$ cat config.mk
export PLATFORM = sky130hd
export DESIGN_NAME = stack_multi_sequencer
export DESIGN_NICKNAME = d
export VERILOG_FILES = /design/src/rtl/stack_multi_sequencer.sv
export SDC_FILE = /design/constraint.sdc
export NUM_CORES = 1
export LEC_CHECK = 0
export CAP_MARGIN = 15
export CELL_PAD_IN_SITES_DETAIL_PLACEMENT = 1
export CELL_PAD_IN_SITES_GLOBAL_PLACEMENT = 1
export CORE_MARGIN = 2
export CORE_UTILIZATION = 37
export DETAILED_ROUTE_END_ITERATION = 16
export GPL_ROUTABILITY_DRIVEN = 0
export HOLD_SLACK_MARGIN = 0.1
export PLACE_DENSITY = 0.9
export SLEW_MARGIN = 15
export SYNTH_ARGS = -nofsm -noshare
export SYNTH_HDL_FRONTEND = slang
export SYNTH_SLANG_ARGS = --single-unit
$ cat constraint.sdc
create_clock -name clk -period 7.3 [get_ports clk]
set_input_delay 0.73 -clock clk [delete_from_list [all_inputs] [get_ports clk]]
set_output_delay 0.73 -clock clk [all_outputs]
set_load 0.05 [all_outputs]
$ cat src/rtl/stack_multi_sequencer.sv
// stack_multi_sequencer: walks a Thumb PUSH/POP register list between the register file and data memory.
module stack_multi_sequencer #(
  parameter int DATA_W = 32,
  parameter int STEP   = 4
) (
  input  logic              clk,
  input  logic              rst,
  input  logic              stall_i,
  input  logic              cmd_valid,
  output logic              cmd_ready,
  input  logic              cmd_pop,
  input  logic [7:0]        cmd_list,
  input  logic              cmd_extra,
  input  logic [DATA_W-1:0] sp_cur,
  output logic [3:0]        rf_rd_sel,
  input  logic [DATA_W-1:0] rf_rd_data,
  output logic              rf_wr_en,
  output logic [3:0]        rf_wr_sel,
  output logic [DATA_W-1:0] rf_wr_data,
  output logic              rf_sp_wr_en,
  output logic [DATA_W-1:0] rf_sp_data,
  output logic              mem_req,
  output logic              mem_we,
  output logic [DATA_W-1:0] mem_addr,
  output logic [DATA_W-1:0] mem_wdata,
  input  logic              mem_ready,
  input  logic [DATA_W-1:0] mem_rdata,
  output logic              pc_load,
  output logic [DATA_W-1:0] pc_value,
  output logic              done
);
  typedef enum logic [2:0] {IDLE, RDSEL, STORE, LOAD, WB, SPUPD, DONE} state_t;
  state_t state, nxt;
  logic [7:0] rem, rem_nxt;
  logic ext, pop_q, cap_v, cur_ext, last;
  logic [2:0] idx;
  logic [3:0] n_q, n_in;
  logic [DATA_W-1:0] sp_q, base_q, addr_q, wdata_q, data_q, base_in;
  always_comb begin
    idx = 3'd0;
    for (int i = 7; i >= 0; i--) if (rem[i]) idx = 3'(i);
  end
  assign cur_ext = rem == 8'd0;
  assign rem_nxt = rem & ~(8'd1 << idx);
  assign last    = cur_ext || (rem_nxt == 8'd0 && !ext);
  assign n_in    = 4'($countones(cmd_list)) + {3'd0, cmd_extra};
  assign base_in = cmd_pop ? sp_cur : sp_cur - DATA_W'(STEP * n_in);
  // An empty list still spends one cycle in SPUPD (with the strobe gated) so done lands 2 cycles after acceptance.
  always_comb begin
    nxt = state;
    case (state)
      IDLE:    if (cmd_valid) nxt = n_in == 4'd0 ? SPUPD : cmd_pop ? LOAD : RDSEL;
      RDSEL:   nxt = STORE;
      STORE:   if (mem_ready) nxt = last ? SPUPD : RDSEL;
      LOAD:    if (mem_ready) nxt = WB;
      WB:      nxt = last ? SPUPD : LOAD;
      SPUPD:   nxt = DONE;
      default: nxt = IDLE;
    endcase
  end
  always_ff @(posedge clk) begin
    if (rst) begin
      state   <= IDLE;
      rem     <= '0;
      ext     <= 1'b0;
      pop_q   <= 1'b0;
      cap_v   <= 1'b0;
      n_q     <= '0;
      sp_q    <= '0;
      base_q  <= '0;
      addr_q  <= '0;
      wdata_q <= '0;
      data_q  <= '0;
    end else if (!stall_i) begin
      state <= nxt;
      if (state == IDLE && cmd_valid) begin
        rem    <= cmd_list;
        ext    <= cmd_extra;
        pop_q  <= cmd_pop;
        n_q    <= n_in;
        sp_q   <= sp_cur;
        base_q <= base_in;
        addr_q <= base_in;
      end
      if (state == STORE) begin
        wdata_q <= mem_wdata;
        cap_v   <= !mem_ready;
      end
      if (state == LOAD && mem_ready) data_q <= mem_rdata;
      if ((state == STORE && mem_ready) || state == WB) begin
        addr_q <= addr_q + DATA_W'(STEP);
        if (cur_ext) ext <= 1'b0;
        else rem <= rem_nxt;
      end
    end
  end
  assign cmd_ready   = state == IDLE;
  assign rf_rd_sel   = state == RDSEL ? (cur_ext ? 4'he : {1'b0, idx}) : 4'd0;
  assign mem_req     = state == STORE || state == LOAD;
  assign mem_we      = state == STORE;
  assign mem_addr    = mem_req ? addr_q : '0;
  assign mem_wdata   = mem_we ? (cap_v ? wdata_q : rf_rd_data) : '0;
  assign rf_wr_en    = state == WB && !cur_ext;
  assign rf_wr_sel   = rf_wr_en ? {1'b0, idx} : 4'd0;
  assign rf_wr_data  = rf_wr_en ? data_q : '0;
  assign pc_load     = state == WB && cur_ext;
  assign pc_value    = pc_load ? data_q : '0;
  assign rf_sp_wr_en = state == SPUPD && n_q != 4'd0;
  assign rf_sp_data  = rf_sp_wr_en ? (pop_q ? sp_q + DATA_W'(STEP * n_q) : base_q) : '0;
  assign done        = state == DONE;
endmodule

Word level (Yosys, flattened, before mapping)
Index checks and enable logic that the tools add are counted.
Storage, ports and cells
  logic and storage cells: 94
  register bits: 178
Operators by class
  multiplexer cells: 35
  add/subtract/negate cells: 11
  shifts and indexed selects: 1
  bitwise logic cells: 3
  equality and inequality tests: 9
  reduce and logical (&&, ||, !) cells: 24
Operators by type and width (count)
  32-bit 2-to-1 mux: 10
  3-bit 2-to-1 mux: 15
  32-bit by 3-bit adder with 32-bit output, second input constant: 1
  32-bit by 6-bit adder with 32-bit output: 1
  32-bit by 6-bit subtractor with 32-bit output: 1
  8-bit 2-to-1 mux: 3
  3-bit one-hot mux with 6 select lines: 1
  8-bit zero test: 2
  3-bit equality test, second input constant: 3
  1-bit by 1-bit adder with 2-bit output: 4
  8-bit AND: 1
  4-bit 2-to-1 mux: 2
  8-bit NOT: 1
  2-bit AND reduction: 4
  1-bit by 3-bit left shift with 8-bit output, first input constant: 1
  1-bit logical AND: 7
  2-bit by 2-bit adder with 3-bit output: 2
  3-bit by 2-bit equality test with 1-bit output, second input constant: 2
  3-bit by 3-bit adder with 4-bit output: 1
  4-bit by 1-bit adder with 4-bit output: 1
  4-bit zero test: 1
  2-bit inequality test, second input constant: 2
  4-bit AND reduction: 1
  4-bit nonzero test: 1
  other kinds (9): 15

Longest topological paths before layout
Gate-level depths: netlist of run 1.
  depth after elaboration: 17
  mapped depth: 16

Least setup slack after synthesis of run 1
Ideal clock, no wire load.
  kind: in2reg
  start point: input port cmd_list[0]
  end point: register addr_q[30]
  arrival time: 4.977 ns
  path buffers: 0
  setup time: 0.086 ns
  cell stages on the path: 13
  slack: 2.238 ns
  data required time: 7.214 ns
  cells stage by stage: fa_1 -> inv_1 -> fa_1 -> fa_1 -> fa_1 -> fa_1 -> fa_1 -> a21o_1 -> a211oi_4 -> nand2_2 -> or3_1 -> xor2_1 -> a211oi_1
Between the ends
  word-level cells in the longest chain between the ends: 8
Ends and longest elaborated chain
  from (decl): RTL line 12  | input logic [7:0] cmd_list,
  1-bit by 1-bit adder with 2-bit output (not written as such): RTL line 46  | assign n_in = 4'($countones(cmd_list)) + {3'd0, cmd_extra};
  2-bit by 2-bit adder with 3-bit output (not written as such): RTL line 46
  3-bit by 3-bit adder with 4-bit output (not written as such): RTL line 46
  4-bit by 1-bit adder with 4-bit output: RTL line 46
  32-bit by 6-bit subtractor with 32-bit output: RTL line 47  | assign base_in = cmd_pop ? sp_cur : sp_cur - DATA_W'(STEP * n_in);
  32-bit 2-to-1 mux: RTL line 47
  32-bit 2-to-1 mux: RTL line 76  | if (state == IDLE && cmd_valid) begin
  32-bit 2-to-1 mux: RTL line 90  | if ((state == STORE && mem_ready) || state == WB) begin
  to (signal assigned): RTL line 83  | addr_q <= base_in;
  to (signal assigned): RTL line 91  | addr_q <= addr_q + DATA_W'(STEP);
  to (decl): RTL line 38  | logic [DATA_W-1:0] sp_q, base_q, addr_q, wdata_q, data_q, base_in;
Every way passes these cells. The select of a mux whose other input is x is not followed.
A chain may end at the register's enable or synchronous reset.

Worst setup path in the final report of run 1
Same ends and word-level chain as after synthesis.

==> impl_metrics.ini, run 1 <==
[power]
powerDensity_nw_per_um2 = 210
leakagePower_nw = 4.72
ir_drop_mv = 0.192

[grt]
grt_pass1_wl_um = 62300
grt_util_all_layers_pct = 27.1
grt-ovfl-total = 0
grt_pass1_vias = 11304
grt_max_degree = 100
antenna_found_initial = 1

[clock_tree]
cts_resized = 0
clockRootBuffer = clkbuf_16
cts.sinks = 176
clkTransAtPathRegs_ps = 70
cts_tree = yes
cts_inserted_buffers = 17
cts_buffer_depth = 2
cts_hold_buf = 0
clk_latency_ps = 440
h-tree-depth = 4
post-cts-setup-buffer-count = 0

[synthesis]
syn_inst = 1397
yosys_register_bits = 176
yosysSeqAreaShare_pct = 34.6
yosys.area.top_type = dfxtp_1
synth_top_area_share_pct = 34.6
synthFlopType = dfxtp_1
synth_nets = 1526
yosys-top-cells-area = dfxtp_1 35%, nand2_1 9.2%, a21oi_1 7.3%
synth_edf_count = 0
syn_area_um2 = 10200
avgSynthCellArea_um2 = 7.30
yosys_warnings = 0
synthArstFlopShare_pct = 0
yosysUniqueCellTypes = 65

[timing]
setup_viol = 0
fin_crit_ps = 5850
relSlewSlack_pct = 24.4
tns_ps = 0
fin_skew_ps = 13.2
drv_slew = 0
worst_pin_slew_ps = 1130
timing.final.hold_violations = 0
max_freq_mhz = 171
period_share_pct = 80.2
rsz0062_at_grt = false

[floorplanning]
io_pins = 286
rows = 60
die_area_um2 = 28900
dieWidth_um = 170
core_area_um2 = 27000
die_y_um = 170
initial_utilization_pct = 37.7

[worst_setup_path]
crit_path_end_kind = flop
startpoint_type = input pin
path_max_fanout = 9
path_class = input pin to flop
r2r_slack_ps = 4080
crit_required_ps = 7640
cp_data_arrival_time_ps = 6190

[drt]
wl_per_cell_um = 20.4
detail-route-antenna-nets = 0
drt_wl_total_um = 40200
vias = 10996
drc_errors = 0
dr.pass1.iters = 5
drt_iter0_markers = 917
vias_per_cell = 5.59

[outcome]
status = finished, final reports clean

[min_path]
hold_class = flop to flop

[cells_and_area]
design_area_um2 = 13800
nets = 1741
syn_to_final_growth_pct = 35.8
final_cell_mix = 283 x clkdlybuf4s50_1, 249 x nand2_1, 174 x dfxtp_1
layout-drive-gt1-share_pct = 4.18
layout_commonest_cell = clkdlybuf4s50_1

[job]
maxCapViolCount = 0

[place]
place_area_um2 = 13200
hpwl_um = 28200
port_buffers = 284
==> metal layers <==
| metal | GRT usage [%] | vias to the layer above | part of all wire (%) |
|---|---|---|---|
| li1 | - | 5196 | - |
| met1 | 35.4 | 5361 | 44 |
| met2 | 45.9 | 383 | 48 |
| met3 | 4.65 | 56 | 6.0 |
| met4 | 7.88 | 0 | 2.2 |
| met5 | 0 | - | 0 |
==> through the flow <==
step	total power [mW]	utilization [%]	std cells	worst slack, ps	hold WS (ps)
global placement	1.85	48.9	1934	1410	438
CTS	2.90	51.2	1966	1500	457
detailed placement	1.88	48.9	1934	1290	448
finish	2.90	51.2	1968	1450	457
floorplan	1.59	-	1397	2240	432
global route	3.02	51.2	1967	1270	485
==> worst paths after layout <==
check	from	end	depth (start not counted)
worst max-delay path	cmd_list[0]	addr_q[30]	15
worst min-delay path	wdata_q[27]	wdata_q[27]	2
worst max register to register	addr_q[2]	addr_q[30]	7
worst min register to register	wdata_q[27]	wdata_q[27]	2
==> where the power goes <==
part | total (mW) | switching, mW | leakage, nW | internal [mW]
registers | 1.13 | 0.0987 | 1.43 | 1.03
clock network | 1.01 | 0.432 | 0.312 | 0.581
logic | 0.759 | 0.479 | 2.97 | 0.280
total | 2.90 | 1.01 | 4.72 | 1.89
==> sequential cells by signal (all words and copies together), names as in the netlist, 3 cells and up <==
name and flops:
wdata_q 32, base_q 30, rem 8, state 3
sp_q 32, data_q 32, addr_q 32, n_q 4
==> cells in the mapped netlist (all sizes together), types with 9 or more instances <==
library cell and number:
o22ai 9, ha 11, xnor2 32, a211oi 46, nand4 23, nor3 23
and3 13, nand2 251, clkbuf 93, o21ai 50, a21oi 149, dfxtp 176
and2 102, nand3 30, mux2i 39, inv 27, or4 11, xor2 24
nor2 168
==> worst max-delay path, cell delays in order <==
cell,delay [ps]
clkdlybuf4s50_1,500
fa_1,560
inv_1,50
fa_1,530
fa_1,470
fa_1,440
fa_1,400
xor2_1,330
ha_1,360
a21o_1,270
a211oi_4,550
nand2_2,150
or3_1,420
xor2_1,180
a211oi_1,250
==> cells by family after synthesis <==
kind of cell | count (synthesis) | synth area share (%)
and+or+nand+nor | 669 | 31.0
AOI/OAI and AO/OA | 307 | 18.0
DFF | 176 | 34.6
buffers and inverters | 128 | 4.76
xor gates and xnor gates | 56 | 4.81
muxes | 40 | 3.94
adders and majority gates | 20 | 2.92
other | 1 | 0.0368
==> layout make-up <==
class	instances	area (um^2)
inverters	27	101
flip-flops and latches	176	3530
multi-input cells	1093	6220
well taps	341	427
diodes	2	5.00
clock inverters	14	199
fillers	3320	13200
repair buffers	297	2940
clock buffers	18	429
No activity file was read; power rests on OpenSTA's default activity.
==> inputs of run 2 (changes only) <==
--- a/config.mk
+++ b/config.mk
@@ -9,11 +9,11 @@
 export CELL_PAD_IN_SITES_DETAIL_PLACEMENT = 1
 export CELL_PAD_IN_SITES_GLOBAL_PLACEMENT = 1
 export CORE_MARGIN = 2
-export CORE_UTILIZATION = 37
+export CORE_UTILIZATION = 31
 export DETAILED_ROUTE_END_ITERATION = 16
 export GPL_ROUTABILITY_DRIVEN = 0
 export HOLD_SLACK_MARGIN = 0.1
-export PLACE_DENSITY = 0.9
+export PLACE_DENSITY = 0.81
 export SLEW_MARGIN = 15
 export SYNTH_ARGS = -nofsm -noshare
 export SYNTH_HDL_FRONTEND = slang
==> constraint.sdc (replaced) <==
create_clock -name clk -period 4.7 [get_ports clk]
set_input_delay 0.47 -clock clk [delete_from_list [all_inputs] [get_ports clk]]
set_output_delay 0.47 -clock clk [all_outputs]
set_load 0.05 [all_outputs]
==> impl_metrics.ini, run 2 (synthesis results as in run 1) <==
[outcome]
status = finished, final reports clean

[drt]
wl_per_cell_um = 19.0
drt_iter0_markers = 750
drt-met1-wl_um = 17800
detail-route-antenna-nets = 0
highest_layer = met4
dr.pass1.iters = 4
met3_length_um = 2300
vias_per_cell = 5.24
drc_errors = 0
vias = 11026
met2_length_um = 19000
drt_wl_total_um = 39900

[floorplanning]
die_y_um = 185
core_area_um2 = 32500
dieWidth_um = 185
io_pins = 286
rows = 66
initial_utilization_pct = 31.4
die_area_um2 = 34400

[min_path]
hold_class = input pin to flop
hold_depth = 3

[clock_tree]
cts_tree = yes
cts_hold_buf = 0
cts_inserted_buffers = 17
clockRootBuffer = clkbuf_16
h-tree-depth = 4
clk_latency_ps = 440
cts_buffer_depth = 2
clkTransAtPathRegs_ps = 70
cts.sinks = 176

[cells_and_area]
layout-drive-gt1-share_pct = 7.47
nets = 1776
final_cell_mix = 280 x clkdlybuf4s50_1, 248 x nand2_1, 174 x dfxtp_1
layout_commonest_cell = clkdlybuf4s50_1
syn_to_final_growth_pct = 40.1

[worst_setup_path]
reg2reg_depth = 6
path_class = input pin to flop
path_max_fanout = 3
crit_path_end_kind = flop
startpoint_type = input pin
crit_required_ps = 5030
cp_data_arrival_time_ps = 4900

[timing]
fin_crit_ps = 4580
max_freq_mhz = 219
hold_slack_ps = 358
period_share_pct = 97.4
relSlewSlack_pct = 25.9
drv_slew = 0
worst_pin_slew_ps = 1110
setup_viol = 0
timing.final.hold_violations = 0
fin_skew_ps = 7.50

[grt]
grt_pass1_wl_um = 61200
grt_pass1_vias = 11019
grt_util_all_layers_pct = 22.5
grt_max_degree = 76
grt-ovfl-total = 0
antenna_found_initial = 1

[power]
ir_drop_mv = 0.259
leakagePower_nw = 4.88
power_mw = 4.51
powerDensity_nw_per_um2 = 316

[place]
hpwl_um = 28800
port_buffers = 284

[job]
maxCapViolCount = 0
==> run 2: worst paths after layout <==
| kind | from | slack [ps] | endpoint |
|---|---|---|---|
| worst max register to register | state[2] | 1620 | sp_q[8] |
| worst max-delay path | cmd_list[0] | 120 | base_q[30] |
| worst min-delay path | cmd_list[0] | 360 | rem[0] |
| worst min register to register | addr_q[0] | 460 | addr_q[0] |
==> run 2: worst max-delay path: stages <==
cell and delay [ps]:
buf_6 100, fa_1 580, inv_1 70, fa_1 480, fa_1 520, fa_2 410
fa_2 550, fa_2 380, a21o_1 210, a211oi_4 270, nand2_2 80, or3_1 340
xor2_1 170, a211oi_1 270
==> run 2: what timing repair did <==
item | in CTS | in global routing
setup buffers | 4 | 5
cloned | 0 | 0
setup endpoints to repair | 50 | 13
pin swaps | 10 | 15
gates resized for setup | 9 | 20
==> run 2: area by class of cell <==
class / count / area (um^2)
flip-flops and latches: 176 / 3530
multi-input cells: 1093 / 6330
repair buffers: 332 / 3200
fillers: 3962 / 18200
clock buffers: 19 / 453
well taps: 442 / 553
clock inverters: 13 / 119
inverters: 27 / 101
diodes: 1 / 2.50
==> run 2: per-stage QoR <==
stage	setup WS, ps	utilization [%]	cells	setup TNS (ps)	cell area (um^2)
floorplan	-33.5	-	1397	-66.9	10200
global placement	-569	41.7	2061	-22970	13500
detailed placement	-694	41.7	2061	-29230	13500
CTS	135	43.7	2097	0	14200
global route	-14.6	44.0	2103	-29.0	14300
finish	123	44.0	2103	0	14300
==> run 2: power breakdown <==
group	switching [mW]	internal, mW	leakage (nW)
logic	0.786	0.554	3.17
registers	0.150	1.60	1.43
clock network	0.693	0.729	0.277
total	1.63	2.89	4.88
==> run 2: metal layers <==
metal	global-route usage (%)	vias up
li1	-	5283
met3	3.79	46
met1	29.7	5365
met5	0	-
met2	37.1	332
met4	7.17	0
